## src/rtl/gmii_tx_pkg.sv

```systemverilog
// Shared types and defaults for the GMII transmit frame scheduler.
package gmii_tx_pkg;

  typedef enum logic [2:0] {
    IDLE,
    DATA,
    PAD,
    DRAIN,
    GAP
  } state_t;

  localparam int MIN_LEN_DEF = 60;
  localparam int MAX_LEN_DEF = 1514;
  localparam int GAP_DEF     = 16;

  localparam logic [7:0] PAD_BYTE = 8'h00;

endpackage

```

## src/rtl/gmii_rr_arb2.sv

```systemverilog
// Two-requester round-robin arbiter; the tie-break pointer advances only on update.
module gmii_rr_arb2 (
  input  logic       clk,
  input  logic       rst,
  input  logic [1:0] req,
  input  logic       update,
  output logic [1:0] gnt
);

  // Index of the requester that wins the next tie.
  logic prio_reg;

  genvar gi;
  generate
    for (gi = 0; gi < 2; gi++) begin : g_gnt
      localparam logic ME = 1'(gi);
      assign gnt[gi] = req[gi] & (~req[1-gi] | (prio_reg == ME));
    end
  endgenerate

  always_ff @(posedge clk) begin
    if (!rst) begin
      prio_reg <= 1'b0;
    end else if (update && (|gnt)) begin
      prio_reg <= gnt[0];
    end
  end

endmodule

```

## src/rtl/gmii_tx_sched.sv

```systemverilog
// Frame scheduler ahead of the CRC appender: round-robin frame pull, pad to
// minimum, truncate oversize frames, and hold an FCS+IFG gap between frames.
module gmii_tx_sched
  import gmii_tx_pkg::*;
#(
  parameter int MIN_LEN    = MIN_LEN_DEF,
  parameter int MAX_LEN    = MAX_LEN_DEF,
  parameter int GAP_CYCLES = GAP_DEF,
  parameter int CNT_W      = 11
) (
  input  logic       clk,
  input  logic       rst,
  input  logic       src0_req,
  input  logic [7:0] src0_data,
  input  logic       src0_last,
  output logic       src0_ready,
  input  logic       src1_req,
  input  logic [7:0] src1_data,
  input  logic       src1_last,
  output logic       src1_ready,
  output logic       out_dv,
  output logic [7:0] out_data,
  output logic [1:0] grant,
  output logic       busy,
  output logic       frame_done,
  output logic       trunc_err
);

  localparam int GAP_W = $clog2(GAP_CYCLES);
  localparam logic [CNT_W-1:0] MIN_N    = CNT_W'(MIN_LEN);
  localparam logic [CNT_W-1:0] MAX_N    = CNT_W'(MAX_LEN);
  localparam logic [GAP_W-1:0] GAP_LAST = GAP_W'(GAP_CYCLES - 1);

  state_t           state_reg;
  logic [CNT_W-1:0] byte_cnt_reg;
  logic [GAP_W-1:0] gap_cnt_reg;
  logic [CNT_W-1:0] cnt_next;
  logic [1:0]       arb_gnt;
  logic             arb_update;
  logic             consuming;
  logic [7:0]       cur_data;
  logic             cur_last;

  assign cnt_next   = byte_cnt_reg + 1'b1;
  assign arb_update = (state_reg == IDLE) && (src0_req || src1_req);
  assign consuming  = (state_reg == DATA) || (state_reg == DRAIN);
  assign src0_ready = consuming && grant[0];
  assign src1_ready = consuming && grant[1];
  assign cur_data   = grant[1] ? src1_data : src0_data;
  assign cur_last   = grant[1] ? src1_last : src0_last;
  assign busy       = (state_reg != IDLE);

  gmii_rr_arb2 u_arb (
    .clk    (clk),
    .rst    (rst),
    .req    ({src1_req, src0_req}),
    .update (arb_update),
    .gnt    (arb_gnt)
  );

  always_ff @(posedge clk) begin
    frame_done <= 1'b0;
    trunc_err  <= 1'b0;
    if (!rst) begin
      state_reg    <= IDLE;
      grant        <= 2'b00;
      out_dv       <= 1'b0;
      out_data     <= PAD_BYTE;
      byte_cnt_reg <= '0;
      gap_cnt_reg  <= '0;
    end else begin
      case (state_reg)
        IDLE: begin
          out_dv       <= 1'b0;
          out_data     <= PAD_BYTE;
          byte_cnt_reg <= '0;
          gap_cnt_reg  <= '0;
          if (arb_update) begin
            grant     <= arb_gnt;
            state_reg <= DATA;
          end
        end
        DATA: begin
          out_dv       <= 1'b1;
          out_data     <= cur_data;
          byte_cnt_reg <= cnt_next;
          // last wins over the length limit, so an exact MAX_LEN frame is not truncated
          if (cur_last) begin
            if (cnt_next < MIN_N) begin
              state_reg <= PAD;
            end else begin
              state_reg   <= GAP;
              grant       <= 2'b00;
              gap_cnt_reg <= '0;
              frame_done  <= 1'b1;
            end
          end else if (cnt_next == MAX_N) begin
            state_reg <= DRAIN;
            trunc_err <= 1'b1;
          end
        end
        PAD: begin
          out_dv       <= 1'b1;
          out_data     <= PAD_BYTE;
          byte_cnt_reg <= cnt_next;
          if (cnt_next == MIN_N) begin
            state_reg   <= GAP;
            grant       <= 2'b00;
            gap_cnt_reg <= '0;
            frame_done  <= 1'b1;
          end
        end
        DRAIN: begin
          out_dv   <= 1'b0;
          out_data <= PAD_BYTE;
          if (cur_last) begin
            state_reg   <= GAP;
            grant       <= 2'b00;
            gap_cnt_reg <= '0;
            frame_done  <= 1'b1;
          end
        end
        GAP: begin
          out_dv   <= 1'b0;
          out_data <= PAD_BYTE;
          if (gap_cnt_reg == GAP_LAST) begin
            state_reg <= IDLE;
          end else begin
            gap_cnt_reg <= gap_cnt_reg + 1'b1;
          end
        end
        default: begin
          state_reg <= IDLE;
          grant     <= 2'b00;
          out_dv    <= 1'b0;
          out_data  <= PAD_BYTE;
        end
      endcase
    end
  end

endmodule

```

## config.mk

```make
export PLATFORM = sky130hd
export DESIGN_NAME = gmii_tx_sched
export DESIGN_NICKNAME = d
export VERILOG_FILES = /design/src/rtl/gmii_tx_pkg.sv /design/src/rtl/gmii_rr_arb2.sv /design/src/rtl/gmii_tx_sched.sv
export SDC_FILE = /design/constraint.sdc
export NUM_CORES = 1
export LEC_CHECK = 0
export CAP_MARGIN = 20
export CORE_ASPECT_RATIO = 2
export CORE_MARGIN = 2
export CORE_UTILIZATION = 40
export DETAILED_ROUTE_END_ITERATION = 12
export SETUP_SLACK_MARGIN = 0.05
export SYNTH_ARGS = -nofsm -noshare
export SYNTH_HDL_FRONTEND = slang
export SYNTH_SLANG_ARGS = --single-unit
export TNS_END_PERCENT = 10
```

## constraint.sdc

```tcl
create_clock -name clk -period 2.7 [get_ports clk]
set_clock_uncertainty 0.1 [all_clocks]
set_input_delay 0.27 -clock clk [delete_from_list [all_inputs] [get_ports clk]]
set_output_delay 0.27 -clock clk [all_outputs]
set_load 0.02 [all_outputs]
```

==> results of run 1 <==
## kinds of logic after synthesis
group                      after synthesis
muxes                                   11
buffers and inverters                   21
xor gates and xnor gates                 4
DFF                                     32
and+or+nand+nor                        101
AOI/OAI and AO/OA                       55
adders and majority gates                4
## synthesized netlist by cell type (4+ instances only)
master and n:
nor2_1 33, dfxtp_1 32, nand2_1 19, a21oi_1 15, nand3_1 12, mux2i_1 11
o21ai_0 11, nor3_1 9, clkbuf_1 7, a31oi_1 5, and3_1 5, buf_2 5
inv_1 5, nand2b_1 4
## final cells by class
type,instances,area share (%)
clock buffers,7,4.027
flip-flops and latches,32,26.78
well taps,55,2.877
repair buffers,47,18.62
multi-input cells,175,46.76
inverters,6,0.9414
## routing by layer
metal | track usage (%) | vias to the layer above
met4 | 13.02 | 0
li1 | - | 898
met2 | 40.31 | 56
met5 | 0 | -
met3 | 4.167 | 13
met1 | 19.83 | 862
## where the power goes
part	total, W	switching, W	internal [W]
combinational	0.000490	0.000268	0.000222
clock	0.000404	0.000177	0.000227
sequential	0.000553	0.0000422	0.000511
total	0.00145	0.000488	0.000961
## through the flow
stage               utilization [%]  instance area [sq um]  worst slack, ps  total power (W)  std cells
finish                        52.53                   2392            295.4         0.001448        322
CTS                           52.53                   2392            268.2         0.001468        322
global route                  52.53                   2392            147.7         0.001548        322
detailed placement            50.41                   2296            338.2         0.001055        315
global placement              50.41                   2296            407.9         0.001054        315
floorplan                         -                   1856            592.2        0.0008653        228
## worst register-to-register path: cells and delay by family, from the launching register on
| kind | cells | cell delay, ps |
|---|---|---|
| compound gates | 3 | 750 |
| simple gates | 3 | 660 |
| flops | 1 | 400 |
| fa+ha+maj | 1 | 330 |
## worst min-delay path by stage
stage	to	depth (start not counted)
after floorplan	u_arb.prio_reg	1
after global placement	gap_cnt_reg[1]	2
after detailed placement	gap_cnt_reg[1]	2
after CTS	gap_cnt_reg[1]	2
after global routing	u_arb.prio_reg	1
final	gap_cnt_reg[1]	2
==> flow_summary_export.csv, run 1 <==
group,metric,value,unit
worst_setup_path,crit_start,"state_reg[2]",
route,dr_total_vias,1829,
power_and_ir_drop,power_density,605.3,nW/um^2
worst_setup_path,r2r_cells,7,
synthesis,yosys_warnings,0,
finish,largest_reg_flops,11,
finish,final_cell_mix,"clkdlybuf4s50_1 (37), nor2_1 (33), dfxtp_1 (32)",
sta,fmax,0.4159,GHz
synthesis,synth-simple-area-share,27.92,%
sta,hold_viol,0,
route,met2_wirelength,2852,um
synthesis,synthTopCellsByArea,"dfxtp_1 (35%), nor2_1 (6.7%), mux2i_1 (5.9%)",
grt,grt_max_degree,20,
synthesis,ys_seq_area_share,34.52,%
synthesis,syn_nets,253,
synthesis,yosys.area.top_type,"dfxtp_1",
finish,final_common_cell,"clkdlybuf4s50_1",
clock_network,cts.sinks,32,
clock_network,tritoncts.num_buffers,5,
worst_setup_path,slowest_delay,610,ps
sta,setup_tns,0,ps
worst_setup_path,cp-endpoint,"busy",
worst_setup_path,r2r_setup_slack,320,ps
route,dr.max_layer_used,"met4",
synthesis,synth_xor_area_share,1.888,%
clock_network,cts_root_buf,"clkbuf_8",
synthesis,synthArstFlopShare,0,%
worst_setup_path,timing.rr.end,"grant[0]",
finish,fin_nets,292,
worst_setup_path,worstReg2RegStart,"byte_cnt_reg[0]",
clock_network,clk_path_buf_depth,2,
sta,fin_crit,2405,ps
clock_network,clk_latency,280,ps
clock_network,cts_resized,0,
route,wl_met1,1733,um
die,fp.dieH,100.3,um
die,dieArea,5233,sq um
sta,tightest_slew,466.0,ps
finish,ff_latch_area,640.6,sq um
finish,multi_input_area,1119,sq um
die,fp.dieW,52.16,um
outcome,status,"complete, no violations",
sta,setup_violations,0,
die,num_rows,35,
grt,grt_util_all_layers,21.40,%
clock_network,cts.htree.levels,2,
worst_setup_path,crit_arrival,2030,ps
synthesis,netlist_instances,228,
sta,drv_slew,0,
synthesis,syn_area,1856,sq um
finish,drive_above_1_share,11.61,%
route,avgViaCountPerCell,5.680,
route,wl_met3,237,um
worst_setup_path,cp-end-kind,"output port",
clock_network,path_clk_slew,70,ps
worst_setup_path,cp_max_fo,12,
worst_hold_path,hp-class,"reg2reg",
synthesis,synthFlopType,"dfxtp_1",
power_and_ir_drop,ir_drop,0.3366,mV
sta,timing.slew.headroom,68.89,%
synthesis,synth-seq-cells,32,
synthesis,yosys-mux-area-fraction,5.934,%
job,drv_cap,0,
die,core_area,4554,sq um
placement,hpwl,3859,um
route,routedWlPerCell,15.58,um
clock_network,cts_setup_buffers,0,
synthesis,synth_top_area_share,34.52,%
grt,grt-ovfl-total,0,
finish,fill_cells,469,
synthesis,synth_edf_count,0,
synthesis,synth_compound_area_share,21.98,%
worst_setup_path,cp_top_family,"buffers and inverters",
sta,finalCritPeriodShare,89.06,%
worst_setup_path,crit_top_cell,"buf_4",
worst_setup_path,cp_num_buf_inv,4,
die,io_pins,38,
worst_setup_path,path_cells,"buf_4 > nor3_1 > buf_4 > inv_1 > clkdlybuf4s50_1",
grt,grt_pass1_wl,8217,um
synthesis,post_synth.cell_area_avg,8.138,sq um
route,drtPass1Iterations,4,
power_and_ir_drop,power.leakage,0.8764,nW
finish,antenna_cells,0,
route,totalWireLength,5016,um
sta,rsz0062_at_grt,"no",
worst_hold_path,min_from,"gap_cnt_reg[1]",
die,initial_core_util,40.74,%
synthesis,synth_cell_types,52,
route,ant_nets,0,
worst_setup_path,cp.required,2330,ps
placement,port_buffers,37,
sta,hold-worst-slack,383.8,ps
finish,syn2layout_area_growth,28.93,%
worst_setup_path,start_kind,"flip-flop",
placement,gp_congestion,0.9346,
grt,antenna_found_initial,0,
clock_network,cts_tree,"built",
route,drt_iter0_markers,29,
synthesis,synth_top_family_by_area,"simple AND/OR/NAND/NOR gates",
grt,first_global_vias,1719,
worst_setup_path,crit_cells,5,
worst_setup_path,slowest_stage,"dfxtp_1",
clock_network,hold_buffers,0,
worst_setup_path,crit_type,"reg2out",
synthesis,synth_fa_ha_area_share,2.562,%
route,route.detailed.drc,0,
No activity file was read; power rests on OpenSTA's default activity.
==> run 2, diff against run 1 <==
--- a/config.mk
+++ b/config.mk
@@ -7,9 +7,9 @@
 export LEC_CHECK = 0
 export CAP_MARGIN = 20
 export CORE_ASPECT_RATIO = 2
-export CORE_MARGIN = 2
 export CORE_UTILIZATION = 40
 export DETAILED_ROUTE_END_ITERATION = 12
+export PLACE_DENSITY = 0.67
 export SETUP_SLACK_MARGIN = 0.05
 export SYNTH_ARGS = -nofsm -noshare
 export SYNTH_HDL_FRONTEND = slang
==> constraint.sdc (replaced) <==
create_clock -name clk -period 2 [get_ports clk]
set_clock_uncertainty 0.1 [all_clocks]
set_input_delay 0.2 -clock clk [delete_from_list [all_inputs] [get_ports clk]]
set_output_delay 0.2 -clock clk [all_outputs]
set_load 0.02 [all_outputs]
==> flow_summary_export.csv, run 2 (synthesis results as in run 1) <==
group,metric,value,unit
power_and_ir_drop,p_int,0.001339,W
worst_setup_path,crit_type,"reg2reg",
outcome,violations,"negative setup slack",
sta,setup_slack,-2.700,ps
die,initial_core_util,42.35,%
die,core_area,4382,sq um
clock_network,hold_buffers,0,
route,wl_met1,1767,um
clock_network,cts_root_buf,"clkbuf_8",
worst_setup_path,cp.required,2120,ps
clock_network,cts.sinks,32,
clock_network,cts_tree,"built",
clock_network,tritoncts.num_buffers,5,
die,io_pins,38,
worst_hold_path,min_from,"gap_cnt_reg[1]",
clock_network,clk_latency,280,ps
finish,antenna_cells,0,
route,dr_total_vias,1883,
power_and_ir_drop,power.switching,0.0006656,W
sta,drv_slew,0,
route,avgViaCountPerCell,5.442,
job,drv_cap,0,
placement,port_buffers,37,
route,met2_wirelength,2860,um
grt,grt-ovfl-total,0,
finish,final_cell_mix,"clkdlybuf4s50_1 (34), buf_4 (34), nor2_1 (33)",
finish,largest_reg_flops,11,
sta,finalCritPeriodShare,100.1,%
finish,fill_cells,421,
route,ant_nets,0,
sta,rsz0062_at_grt,"yes",
worst_hold_path,holdPathStages,2,
grt,antenna_found_initial,0,
power_and_ir_drop,combPwrFrac,36.4,%
sta,hold_viol,0,
worst_setup_path,r2r_setup_slack,-3,ps
route,drtPass1Iterations,4,
clock_network,path_clk_slew,60,ps
power_and_ir_drop,power_density,753.0,nW/um^2
outcome,status,"complete, but fails checks",
die,fp.dieH,98.32,um
finish,syn2layout_area_growth,43.49,%
worst_setup_path,slowest_stage,"or3_4",
power_and_ir_drop,power.leakage,1.021,nW
placement,pre_cts_slack,-81.98,ps
worst_setup_path,start_kind,"flip-flop",
worst_setup_path,r2r_cells,8,
worst_setup_path,worstReg2RegStart,"byte_cnt_reg[0]",
grt,first_global_vias,1809,
finish,drive_above_1_share,23.97,%
placement,hpwl,3905,um
finish,fin_nets,317,
die,dieArea,4932,sq um
placement,place_inst,339,
route,route.detailed.drc,0,
die,num_rows,34,
power_and_ir_drop,pwr-share-clk,26.8,%
power_and_ir_drop,switching_share,33.20,%
power_and_ir_drop,p_seq_share,36.8,%
worst_setup_path,slowest_delay,390,ps
worst_hold_path,hp-class,"reg2reg",
worst_setup_path,cp-end-kind,"flip-flop",
worst_setup_path,cp_top_family,"simple AND/OR/NAND/NOR gates",
grt,grt_pass1_wl,8142,um
clock_network,cts_setup_buffers,0,
worst_setup_path,crit_arrival,2120,ps
clock_network,cts.htree.levels,2,
worst_setup_path,path_cells,"ha_4 > nand3_4 > buf_6 > nor3_2 > or3_4 > o2111a_4 > a211oi_4 > mux2i_1",
route,routedWlPerCell,14.63,um
route,dr.max_layer_used,"met4",
route,drt_iter0_markers,43,
sta,tightest_slew,464.8,ps
worst_setup_path,cp_num_buf_inv,1,
power_and_ir_drop,ir_drop,0.6088,mV
placement,gp_congestion,0.9505,
sta,fin_crit,2003,ps
clock_network,clk_path_buf_depth,2,
grt,grt_util_all_layers,22.23,%
route,wl_met3,192,um
route,totalWireLength,5062,um
worst_setup_path,crit_cells,8,
grt,grt_max_degree,20,
worst_setup_path,cp_max_fo,5,
sta,timing.slew.headroom,68.69,%
worst_setup_path,crit_start,"byte_cnt_reg[0]",
sta,setup_violations,1,
finish,final_cells,346,
die,fp.dieW,50.16,um
finish,fin_util,60.77,%
sta,fmax,0.4993,GHz
## run 2: cell types whose count changed in the layout (fill, tap and decap cells not counted), sizes merged
cell and change:
clkdlybuf4s50 -3, buf +25, dlygate4sd2 +3
## run 2: path summary, 6_finish.rpt
kind | to
max reg2reg | gap_cnt_reg[1]
max | gap_cnt_reg[1]
min reg2reg | gap_cnt_reg[1]
min | gap_cnt_reg[1]
## run 2: layer usage
| metal | track usage [%] | vias up |
|---|---|---|
| met2 | 42.26 | 62 |
| met1 | 18.66 | 852 |
| met3 | 4.050 | 15 |
| li1 | - | 954 |
| met4 | 17.58 | 0 |
| met5 | 0 | - |
## run 2: cell type report
cell class	count	area (sq um)	share of cell area, %
Sequential cell	32	654.4	24.58
Multi-Input combinational cell	175	1189	44.64
Timing Repair Buffer	72	633.1	23.78
Inverter	6	22.52	0.8459
Clock buffer	7	96.34	3.618
Tap cell	54	67.56	2.538
## run 2: repair_timing
| item | in CTS | in global routing |
|---|---|---|
| pin swaps | 6 | 5 |
| endpoints found under the setup margin | 13 | 10 |
| gates resized for setup | 15 | 4 |
## run 2: power by group through the flow
stage | registers [W] | clock network, W | logic (W)
6_report | 0.000737 | 0.000538 | 0.000730
5_1_grt | 0.000744 | 0.000581 | 0.000799
4_1_cts | 0.000738 | 0.000554 | 0.000737
3_5_place_dp | 0.000752 | 0 | 0.000742
3_3_place_gp | 0.000749 | 0 | 0.000735
2_1_floorplan | 0.000771 | 0 | 0.000406
## run 2: worst reg2reg max path, delay by kind of cell (launching register included)
kind	cells	cell delay, ps
DFF	1	370
adders and majority gates	1	170
AOI/OAI and AO/OA	2	440
buffers and inverters	1	120
and+or+nand+nor	3	540
muxes	1	210
## run 2: metrics by stage
stage          area [sq um]  hold WS, ps  power (W)  setup TNS [ps]
2_1_floorplan          1886        216.1   0.001178               0
3_3_place_gp           2512        369.1   0.001484          -76.09
3_5_place_dp           2512        382.3   0.001494          -419.2
4_1_cts                2650        391.7   0.002029               0
5_1_grt                2663        420.7   0.002123          -449.9
6_report               2663        387.7   0.002005          -2.700
==> variant 1, RTL diff (settings of run 2) <==
The package constant `GAP_DEF` goes from 16 to 8.
--- a/src/rtl/gmii_tx_pkg.sv
+++ b/src/rtl/gmii_tx_pkg.sv
@@ -12,5 +12,5 @@
   localparam int MIN_LEN_DEF = 60;
   localparam int MAX_LEN_DEF = 1514;
-  localparam int GAP_DEF     = 16;
+  localparam int GAP_DEF     = 8;
 
   localparam logic [7:0] PAD_BYTE = 8'h00;
Function: same outputs for any inputs over 10 cycles, from zero or initial values and one cycle with rst low; that may be too few to reach the edited logic, so the function may still have changed.
==> variant 1 against run 2 <==
- the flow still finishes with violations (negative setup slack)
- worst hold slack worse by 0.021 ns
- global-route usage is 2.8 points higher
- non-clock buffer count is 8 higher
- sequential cell count is 1 lower
- critical path depth stayed put
- area after synthesis is 8.0% higher
- final area is 5.2% higher
- first-iteration DRC count is 12% lower
- sequential power is 8.7% higher
- total power is 36% higher
- setup slack worse by 0.11 ns
- routed wire length is 20% higher
==> variant 1: results (changes against run 2) <==
{
  "setup_path": {
    "path_max_fanout": {"value": 5, "change": "unchanged"},
    "worst-endpoint-arrival": {"value": 2.17, "unit": "ns", "change": "+0.05 ns"},
    "regToRegEndpoint": "frame_done",
    "crit_start": "byte_cnt_reg[1]",
    "worst-r2r-cell-count": {"value": 8, "change": "unchanged"}
  },
  "hold_path": {
    "hold_start": "gap_cnt_reg[2]"
  },
  "sta": {
    "timing.hold.ws": {"value": 0.367, "unit": "ns", "change": "-0.0210 ns"},
    "setup_viol": {"value": 8, "change": "+7"},
    "finalSetupTns": {"value": -0.702, "unit": "ns", "change": "-0.700 ns"},
    "relSlewSlack": {"value": 63.4, "unit": "%", "change": "-5.3 points"},
    "setup_ws": {"value": -0.117, "unit": "ns", "change": "-0.115 ns"}
  },
  "place": {
    "detailedPlacementHpwl": {"value": 4.65, "unit": "mm", "change": "+19%"},
    "globalplace.congestion": {"value": 0.987, "change": "+3.9%"},
    "placed_cells": {"value": 343, "change": "+1.2%"},
    "io_buffers": {"value": 37, "change": "unchanged"},
    "dpl_cell_area": {"value": 2600, "unit": "µm²", "change": "+3.5%"}
  },
  "grt": {
    "first_pass_grt_wire_length": {"value": 9.63, "unit": "mm", "change": "+18%"},
    "number_of_antenna_violations_at_the_first_check_in_global_routing": {"value": 0, "change": "unchanged"},
    "first_global_vias": {"value": 2088, "change": "+15%"},
    "global_router_s_overall_resource_usage": {"value": 25.0, "unit": "%", "change": "+2.8 points"},
    "grt_start_max_net_pins": {"value": 27, "change": "+35%"}
  },
  "detailed_routing": {
    "wl_per_cell": {"value": 17.1, "unit": "µm", "change": "+17%"},
    "dr_vias_cell": {"value": 5.66, "change": "+4.1%"},
    "drt_first_iter_violations": {"value": 38, "change": "-12%"},
    "wl": {"value": 6.05, "unit": "mm", "change": "+20%"}
  },
  "power_and_ir_drop": {
    "leakagePower": {"value": 1.11, "unit": "nW", "change": "+9.1%"},
    "total_switching_power": {"value": 1.13, "unit": "mW", "change": "+70%"},
    "ir_drop": {"value": 830, "unit": "µV", "change": "+36%"}
  },
  "yosys": {
    "ys_seq_area_share": {"value": 31.0, "unit": "%", "change": "-3.6 points"},
    "synth_area_leaders": "dfxtp_1 31%, mux2i_1 6.5%, a21oi_1 4.7%",
    "syn_avg_cell_area": {"value": 8.87, "unit": "µm²", "change": "+9.0%"},
    "ys_top_cells_by_count": "31 x dfxtp_1, 24 x nor2_1, 19 x a21oi_1",
    "mappedNetlistNets": {"value": 252, "change": "-0.40%"}
  },
  "run_status": {
    "failed_checks": "negative setup slack",
    "status": "finished with violations"
  },
  "layout": {
    "net_count_of_the_finished_layout": {"value": 322, "change": "+1.6%"},
    "fillers": {"value": 409, "change": "-2.9%"},
    "antenna-diode-count": {"value": 0, "change": "unchanged"},
    "drive_gt1_share": {"value": 27.6, "unit": "%", "change": "+3.6 points"}
  },
  "clock_tree": {
    "path_clk_slew_ns": 0.07,
    "cts_buffers": {"value": 5, "change": "unchanged"}
  }
}
-- variant 1: worst max-delay path, stage by stage, from the launching register on --
cell,delay (ns)
dfxtp_4,0.36
ha_4,0.16
and2_4,0.18
a311oi_4,0.25
a31oi_4,0.08
buf_4,0.17
or4_1,0.46
a31oi_1,0.16
nor3_1,0.06
-- variant 1: how the worst min path moves through the flow --
stage,cells past startpoint,end
after floorplan,1,u_arb.prio_reg
after global placement,2,gap_cnt_reg[2]
after detailed placement,2,gap_cnt_reg[2]
after CTS,2,gap_cnt_reg[2]
after global routing,2,gap_cnt_reg[1]
final,2,gap_cnt_reg[2]
-- variant 1: layout make-up --
cell class,instances,share of cell area (%)
clock buffer,5,2.46
clock inverter,3,0.536
inverter,6,0.804
multi-input combinational,172,46.0
sequential,31,22.6
tap,57,2.55
timing repair buffer,80,25.1
-- variant 1: cell families after synthesis --
| kind of cell | count (synthesis) | share of synthesized area [%] |
|---|---|---|
| multiplexers | 14 | 7.05 |
| XOR/XNOR | 6 | 2.62 |
| adder cells (fa/ha/maj) | 5 | 3.00 |
| AO/OA/AOI/OAI | 52 | 21.2 |
| flip-flops | 31 | 31.0 |
| buffers and inverters | 23 | 9.30 |
| AND/OR/NAND/NOR | 95 | 25.9 |
-- variant 1: what timing repair did --
action                                  CTS  global route
buffers inserted                          3             0
endpoints found under the setup margin   12            11
pin swaps                                 5             5
resized for setup                        13            10
gates cloned                              0             0
-- variant 1: per-stage QoR --
step / util, % / setup WS, ns / total power [mW]
after floorplan: - / -0.201 / 1.79
after global placement: 53.9 / -0.139 / 2.25
after detailed placement: 53.9 / -0.180 / 2.26
after CTS: 57.1 / -0.151 / 2.74
after global routing: 58.1 / -0.201 / 2.92
final: 58.1 / -0.117 / 2.73
-- variant 1: layer usage --
layer / routed length [µm] / GRT usage (%) / vias up
li1: - / - / 968
met1: 2020 / 21.4 / 961
met2: 3530 / 49.0 / 56
met3: 161 / 4.02 / 20
met4: 345 / 17.3 / 0
met5: 0 / 0 / -
-- variant 1: power groups by stage --
stage | Clock (mW) | Combinational (mW) | Sequential, mW
global route | 0.528 | 1.58 | 0.812
CTS | 0.492 | 1.45 | 0.797
finish | 0.485 | 1.44 | 0.801
floorplan | 0 | 0.928 | 0.865
detailed placement | 0 | 1.45 | 0.809
global placement | 0 | 1.44 | 0.807
==> variant 2, RTL diff (flow settings as in run 2) <==
Without the edit above. The 5 states of `state_t` get a Gray code encoding in 3 bits.
--- a/src/rtl/gmii_tx_pkg.sv
+++ b/src/rtl/gmii_tx_pkg.sv
@@ -3,9 +3,9 @@
 
   typedef enum logic [2:0] {
-    IDLE,
-    DATA,
-    PAD,
-    DRAIN,
-    GAP
+    IDLE  = 3'b000,
+    DATA  = 3'b001,
+    PAD   = 3'b011,
+    DRAIN = 3'b010,
+    GAP   = 3'b110
   } state_t;
 
Function: no difference found for any inputs over 10 cycles, from zero or initial values and one cycle with rst low; not proved beyond that.
==> variant 2 against run 2 <==
- the run still ends with negative setup slack left
- total power increased by 16%
- synthesized cell count increased by 3.9%
- setup slack got worse by 0.19 ns
- clock power increased by 3.9%
- sequential cell count unchanged
- routed wire length increased by 9.0%
- first-iteration DRC count decreased by 30%
- global-route usage increased by 1.9 points
- final area increased by 6.3%
- area after synthesis increased by 3.6%
- highest routed layer unchanged
==> variant 2: results (changes against run 2) <==
{
  "place": {
    "dpl_cell_area": {"value": 2680, "unit": "µm²", "change": "+6.8%"},
    "detailedPlacementHpwl": {"value": 4.31, "unit": "mm", "change": "+10%"},
    "placed_cells": {"value": 358, "change": "+5.6%"},
    "io_buffers": {"value": 37, "change": "unchanged"}
  },
  "power_and_ir_drop": {
    "leakagePower": {"value": 1.18, "unit": "nW", "change": "+15%"},
    "pwr.group.clock": {"value": 0.559, "unit": "mW", "change": "+3.9%"},
    "ir_drop": {"value": 737, "unit": "µV", "change": "+21%"},
    "combinationalPowerShare": {"value": 41.9, "unit": "%", "change": "+5.5 points"},
    "power.combinational.total": {"value": 0.971, "unit": "mW", "change": "+33%"}
  },
  "detailed_routing": {
    "drt_pre_antenna_iters": {"value": 5, "change": "+1"},
    "drt_first_iter_violations": {"value": 30, "change": "-30%"},
    "wl_per_cell": {"value": 15.0, "unit": "µm", "change": "+2.5%"},
    "detailroute.wirelength.met3": {"value": 213, "unit": "µm", "change": "+11%"},
    "vias": {"value": 2063, "change": "+9.6%"},
    "wl_met2": {"value": 3.18, "unit": "mm", "change": "+11%"}
  },
  "setup_path": {
    "regToRegEndpoint": "gap_cnt_reg[0]",
    "setup.worst_path.class": "flop to flop",
    "path_delay_family": "compound AO/OA/AOI/OAI gates",
    "timing.rr.start": "byte_cnt_reg[1]",
    "crit_slowest_cell": "dfxtp_4",
    "worst-endpoint-arrival": {"value": 2.29, "unit": "ns", "change": "+0.17 ns"}
  },
  "yosys": {
    "ys_top_cells_by_count": "32 x dfxtp_1, 32 x nor2_1, 16 x nand2_1",
    "ys_seq_area_share": {"value": 33.3, "unit": "%", "change": "-1.2 points"},
    "syn_avg_cell_area": {"value": 8.11, "unit": "µm²", "change": "-0.29%"},
    "mappedNetlistNets": {"value": 262, "change": "+3.6%"},
    "synth_area_leaders": "dfxtp_1 33%, nor2_1 6.2%, mux2i_1 5.7%"
  },
  "layout": {
    "net_count_of_the_finished_layout": {"value": 337, "change": "+6.3%"},
    "layoutNonFillerInstCount": {"value": 368, "change": "+6.4%"},
    "drive_gt1_share": {"value": 26.5, "unit": "%", "change": "+2.5 points"},
    "fillers": {"value": 419, "change": "-0.48%"}
  },
  "grt": {
    "globalRouteMet2Util": {"value": 46.8, "unit": "%", "change": "+4.5 points"},
    "first_pass_grt_wire_length": {"value": 9.08, "unit": "mm", "change": "+12%"},
    "grt_start_max_net_pins": {"value": 15, "change": "-25%"},
    "first_global_vias": {"value": 1981, "change": "+9.5%"},
    "grt.met3_usage": {"value": 4.39, "unit": "%", "change": "+0.34 points"},
    "global_router_s_overall_resource_usage": {"value": 24.1, "unit": "%", "change": "+1.9 points"}
  },
  "sta": {
    "setup_viol": {"value": 10, "change": "+9"},
    "finalSetupTns": {"value": -0.907, "unit": "ns", "change": "-0.904 ns"},
    "relSlewSlack": {"value": 67.4, "unit": "%", "change": "-1.3 points"},
    "setup_ws": {"value": -0.197, "unit": "ns", "change": "-0.194 ns"}
  },
  "run_status": {
    "status": "finished with violations",
    "failed_checks": "negative setup slack"
  }
}
[variant 2: cells by family (layout without fill, tap and decap cells)]
logic type / after synthesis / after routing / share of synthesized area, %
buffers and inverters: 24 / 100 / 5.34
AO/OA/AOI/OAI: 58 / 58 / 21.9
flip-flops: 32 / 32 / 33.3
adder cells (fa/ha/maj): 3 / 3 / 1.95
XOR/XNOR: 3 / 3 / 1.37
multiplexers: 15 / 15 / 8.07
AND/OR/NAND/NOR: 102 / 102 / 28.1
[variant 2: layout make-up]
| class | instances | area, µm² | area share, % |
|---|---|---|---|
| Clock buffer | 8 | 100 | 3.54 |
| Inverter | 5 | 18.8 | 0.663 |
| Multi-Input combinational cell | 181 | 1230 | 43.6 |
| Sequential cell | 32 | 654 | 23.1 |
| Tap cell | 55 | 68.8 | 2.43 |
| Timing Repair Buffer | 87 | 754 | 26.7 |
[variant 2: repair_timing]
action	4_1_cts	5_1_grt
endpoints found under the setup margin	12	14
pin swaps	5	3
gates resized for setup	6	7
setup buffers	2	0
hold buffers	0	0
